<file path="config.mk">
export PLATFORM = sky130hd
export DESIGN_NAME = seq_shift_unit
export DESIGN_NICKNAME = d
export VERILOG_FILES = /design/src/rtl/mips_pkg.sv /design/src/rtl/seq_shift_unit_shift_step.sv /design/src/rtl/seq_shift_unit.sv
export SDC_FILE = /design/constraint.sdc
export NUM_CORES = 1
export LEC_CHECK = 0
export BUFFER_PORTS_ARGS = -buffer_cell sky130_fd_sc_hd__buf_2
export CORE_ASPECT_RATIO = 1.4
export CORE_MARGIN = 2
export CORE_UTILIZATION = 50
export CTS_CLUSTER_DIAMETER = 80
export DETAILED_ROUTE_END_ITERATION = 8
export MAX_ROUTING_LAYER = met4
export PLACE_DENSITY = 0.77
export SLEW_MARGIN = 5
export SYNTH_ARGS = -nofsm -noshare
export SYNTH_HDL_FRONTEND = slang
export SYNTH_SLANG_ARGS = --single-unit
</file>
<file path="constraint.sdc">
create_clock -name clk -period 4.25 [get_ports clk]
set_clock_uncertainty 0.05 [all_clocks]
set_input_delay 1.275 -clock clk [delete_from_list [all_inputs] [get_ports clk]]
set_output_delay 1.275 -clock clk [all_outputs]
set_load 0.01 [all_outputs]
</file>
<file path="src/rtl/mips_pkg.sv">
// mips_pkg: definitions shared by the execute-stage units.
//   - WIDTH_DEF / SHAMT_W_DEF : default datapath and shift-amount widths
//   - OP_SLL / OP_SRL / OP_SRA: shift-unit op encodings (2'b10 is reserved and
//                               executes as SLL)
//   - state_t                 : shift-unit FSM state encoding
package mips_pkg;

  localparam int WIDTH_DEF   = 32;
  localparam int SHAMT_W_DEF = 5;

  localparam logic [1:0] OP_SLL = 2'b00;
  localparam logic [1:0] OP_SRL = 2'b01;
  localparam logic [1:0] OP_SRA = 2'b11;

  typedef enum logic [1:0] {
    IDLE  = 2'b00,
    SHIFT = 2'b01,
    DONE  = 2'b10
  } state_t;

endpackage

</file>
<file path="src/rtl/seq_shift_unit_shift_step.sv">
// shift_step: combinational single-bit shifter feeding the result register.
// Ports:
//   d  in  WIDTH  value to shift
//   op in  2      OP_SLL / OP_SRL / OP_SRA (reserved 2'b10 behaves as SLL)
//   q  out WIDTH  d shifted by exactly one bit position
module shift_step
  import mips_pkg::*;
#(
  parameter int WIDTH = WIDTH_DEF
) (
  input  logic [WIDTH-1:0] d,
  input  logic [1:0]       op,
  output logic [WIDTH-1:0] q
);

  // One-bit shift; SRA copies the current MSB into the vacated position.
  always_comb begin
    q = d;
    case (op)
      OP_SRL:  q = {1'b0, d[WIDTH-1:1]};
      OP_SRA:  q = {d[WIDTH-1], d[WIDTH-1:1]};
      OP_SLL:  q = {d[WIDTH-2:0], 1'b0};
      default: q = {d[WIDTH-2:0], 1'b0};
    endcase
  end

endmodule

</file>
<file path="src/rtl/seq_shift_unit.sv">
// seq_shift_unit: multi-cycle SLL/SRL/SRA unit, one bit per clock.
// Ports:
//   clk     in  1        rising-edge clock
//   reset   in  1        asynchronous active-high reset
//   start   in  1        request, sampled only while idle
//   op      in  2        00 SLL, 01 SRL, 11 SRA, 10 reserved (as SLL)
//   data_in in  WIDTH    operand
//   shamt   in  SHAMT_W  shift amount, 0..WIDTH-1
//   busy    out 1        high while an operation is in flight (incl. done cycle)
//   done    out 1        one-cycle pulse, result valid
//   result  out WIDTH    shifted value, held until the next accepted start
// Latency is shamt+1 cycles; all outputs come straight from flops.
module seq_shift_unit
  import mips_pkg::*;
#(
  parameter int WIDTH   = WIDTH_DEF,
  parameter int SHAMT_W = SHAMT_W_DEF
) (
  input  logic               clk,
  input  logic               reset,
  input  logic               start,
  input  logic [1:0]         op,
  input  logic [WIDTH-1:0]   data_in,
  input  logic [SHAMT_W-1:0] shamt,
  output logic               busy,
  output logic               done,
  output logic [WIDTH-1:0]   result
);

  localparam logic [SHAMT_W-1:0] CNT_ZERO = {SHAMT_W{1'b0}};
  localparam logic [SHAMT_W-1:0] CNT_ONE  = {{(SHAMT_W-1){1'b0}}, 1'b1};

  state_t             state_r;
  logic [SHAMT_W-1:0] count_r;
  logic [1:0]         op_r;
  logic [WIDTH-1:0]   result_r;
  logic [WIDTH-1:0]   step_s;
  logic               busy_r;
  logic               done_r;

  // The result register is its own shift source: one step per SHIFT cycle.
  shift_step #(
    .WIDTH(WIDTH)
  ) u_shift_step (
    .d (result_r),
    .op(op_r),
    .q (step_s)
  );

  // FSM, shift datapath and registered busy/done; busy/done are set on the
  // transition into the state they decode so they track state exactly.
  always_ff @(posedge clk or posedge reset) begin
    if (reset) begin
      state_r  <= IDLE;
      count_r  <= CNT_ZERO;
      op_r     <= OP_SLL;
      result_r <= {WIDTH{1'b0}};
      busy_r   <= 1'b0;
      done_r   <= 1'b0;
    end else begin
      case (state_r)
        IDLE: begin
          if (start) begin
            result_r <= data_in;
            op_r     <= op;
            count_r  <= shamt;
            busy_r   <= 1'b1;
            if (shamt != CNT_ZERO) begin
              state_r <= SHIFT;
              done_r  <= 1'b0;
            end else begin
              // Zero shift skips SHIFT; data_in is already the answer.
              state_r <= DONE;
              done_r  <= 1'b1;
            end
          end else begin
            busy_r <= 1'b0;
            done_r <= 1'b0;
          end
        end

        SHIFT: begin
          result_r <= step_s;
          // count is >= 1 here, so the decrement never wraps.
          count_r  <= count_r - CNT_ONE;
          busy_r   <= 1'b1;
          if (count_r == CNT_ONE) begin
            state_r <= DONE;
            done_r  <= 1'b1;
          end else begin
            done_r  <= 1'b0;
          end
        end

        DONE: begin
          // start is deliberately ignored here; no queuing.
          state_r <= IDLE;
          busy_r  <= 1'b0;
          done_r  <= 1'b0;
        end

        default: begin
          state_r <= IDLE;
          busy_r  <= 1'b0;
          done_r  <= 1'b0;
        end
      endcase
    end
  end

  assign busy   = busy_r;
  assign done   = done_r;
  assign result = result_r;

endmodule
</file>
==> metrics.md <==
| Metric | Value |
|---|---|
| CTS tree | built |
| Final setup violation count | 0 |
| Reg clk slew, reported paths | around 90 ps |
| Antenna violations before repair | 0 |
| Final Slew Violations | 0 |
| # H-tree levels | 2 |
| Post-cts resize count | 0 |
| Most frequent cell after synthesis | dfrtp_1 |
| Yosys cell types | 37 |
| Die W | 65.1 um |
| Pre-Repair DR Iteration Count | 4 |
| WL/cell | between 10 and 15 um |
| Post-synth top area cell | dfrtp_1 |
| Clock root cell | clkbuf_8 |
| Clk sink count | 43 |
| First-pass GRT wire length | a little under 9000 um |
| Setup TNS | 0 ps |
| Power Density | 847 mW/mm^2 |
| Dpl hpwl | ~3800 um |
| Largest net degree at the start of global routing | 44 |
| Crit path required time | 4370 ps |
| TritonCTS Buffers | 5 |
| CP Launch Point | start |
| Worst R2R Start | state_r[0]$_DFFE_PP0P_ |
| DRT iter0 DRCs | 76 |
| Yosys warnings | 0 |
| Post-synthesis sequential area ratio | 0.411 |
| Die Y-Extent | 89.6 um |
| Synth area leaders | dfrtp_1, mux2_4, mux2i_1, o21ai_1, nand2_1 |
| Synth Cell Area | 0.00262 sq mm |
| Slew @ Worst Pin | 998 ps |
| Endpoints failing hold | 0 |
| Critical path, cell by cell | buf_2, o21bai_4, buf_4, o21ai_0 |
| Final period utilization | 0.569 |
| Mapped Nets | around 280 |
| Crit-path slowest cell | o21bai_4 |
| DR vias | ~2000 |
| Worst path bufs/invs | 2 |
| Vias in the first global route | 1812 |
| Number of synthesized flops with an enable pin | 0 |
| Cells on worst reg2reg path | 3 |
| CP Capture Type | flop |
| Via density | 5.34 |
| CP peak stage delay | 530 ps |
| #FFs+latches synth | 43 |
| Lkg Pwr | 1.58 nW |
| Top post-synthesis cells by count | dfrtp_1, mux2i_1, nand2_1, o21ai_1, mux2_4 |
| Max Clock Freq | 414 MHz |
| Post-route DRC | 0 |
| Worst-Skew Late Latency | 300 ps |
| Core area | roughly 0.005 sq mm |
| Global route overflow | 0 |
| Row count | 31 |
| Area delta synth->final | 16.9% |
| Number of post-CTS setup repair buffers | 0 |
| CP delay by family, top | compound AO/OA/AOI/OAI gates |
| HP Start | result[0]$_DFFE_PP0P_ |
| Placed Area | 0.00292 sq mm |
| GRT Total Usage | 0.201 |
| Cell count after synthesis | between 200 and 250 |
| N_diodes | 0 |
| Io pins | 76 |
| Die area | about 0.0058 sq mm |
| Starting density of the core | 0.511 |
| Largest fanout on the critical path | 36 |
| Antenna Nets Post-Route | 0 |
| Relative slew slack | 0.334 |
| Total Wirelength | between 5000 and 6000 um |
| Stages on the worst setup path | 4 |
| PortBufs | 75 |
| Min Tclk post-route | approximately 2400 ps |
| Deepest clock path buffer count | 2 |
| Status | finished, final reports clean |
| Main synth FF type | dfrtp_1 |
| Max VDD drop | about 400 uV |
| Layout cells sized above 1 | 0.411 |
| Cells on Worst Hold Path | 2 |
| Synthesized area per cell | 11.2 sq um |
| Class of the worst hold path | flop to flop |
| Design area | 0.00306 sq mm |
| Crit path arrival time | 2540 ps |
| Yosys top cell area share | 0.411 |
| Startpoint Class | primary input |
| MaxCap Viol Count | 0 |
| Nets | 345 |
| Hold_buf cts | 0 |
| RD Place Congestion | approximately 0.78 |
| RSZ-0062 raised after global routing | false |
| Ys async rst share | 1.00 |
| Worst setup path category | primary input to flop |
## area by class of cell
type                    count  area, sq um
clock buffers               5         68.8
clock inverters             3         67.6
fillers                   462         2060
inverters                   6         22.5
multi-input cells         168         1350
flip-flops and latches     43         1080
well taps                  66         82.6
repair buffers             77          390
## power by group
part           total (W)  leakage, nW  internal (W)  switching [W]
Sequential      0.000908        0.518      0.000615       0.000294
Combinational    0.00130         1.00      0.000754       0.000546
Clock           0.000381       0.0644      0.000234       0.000146
Total            0.00259         1.58       0.00160       0.000986
## worst reg2reg max path: stages (launching register included)
cell	delay [ps]
dfrtp_1	550
o21bai_4	620
buf_4	440
o21ai_0	150
## worst paths after layout
kind / to / slack (ps)
max: result[13]$_DFFE_PP0P_ / 1830
min in group asynchronous: result[12]$_DFFE_PP0P_ / 1110
max in group asynchronous: op_r[0]$_DFFE_PP0P_ / 2450
min reg2reg: result[0]$_DFFE_PP0P_ / 460
min: result[0]$_DFFE_PP0P_ / 460
max reg2reg: result[13]$_DFFE_PP0P_ / 2320
## cells by family after synthesis
group / Yosys count / synth area share
compound gates: 52 / 0.110
fa+ha+maj: 2 / 0.00956
buf+inv: 23 / 0.0789
mux: 65 / 0.301
simple gates: 49 / 0.0890
flops: 43 / 0.411
## state kept, by name, indices dropped and copies added, names as in the netlist
name / cells
result: 32
count_r: 5
busy: 1
done: 1
state_r: 2
op_r: 2
## per-stage QoR
step | std cells | util | power, W | worst slack, ps | hold WS, ps
after floorplan | 234 | - | 0.00198 | 1920 | 431
after global placement | 360 | 0.571 | 0.00218 | 1550 | 448
after detailed placement | 360 | 0.571 | 0.00222 | 1520 | 445
after CTS | 368 | 0.598 | 0.00261 | 1850 | 466
after global routing | 368 | 0.598 | 0.00279 | 1720 | 491
final | 368 | 0.598 | 0.00259 | 1830 | 463
## layer usage
metal	vias up	GRT usage	wire length [um]
met1	958	0.257	2470
met3	5	0.0337	177
li1	961	-	-
met2	41	0.329	2780
met5	-	-	0
met4	0	0.0682	72
## placed cells by master, fill, tap and decap left out, drive strengths merged
cell and count:
a21oi 8, a22oi 1, a2bb2oi 2, a31oi 2
and2 1, buf 77, bufinv 2, clkbuf 5
clkinvlp 1, dfrtp 43, ha 2, inv 6
mux2 32, mux2i 33, nand2 32, nand2b 1
nand3 1, nand3b 2, nand4 1, nor2 3
nor2b 3, nor3 1, nor3b 1, nor4b 1
o21ai 33, o21ba 1, o21bai 1, o22ai 3
o31a 1, or3 1, or3b 1
Note: power is estimated with default switching activity, not from simulation.
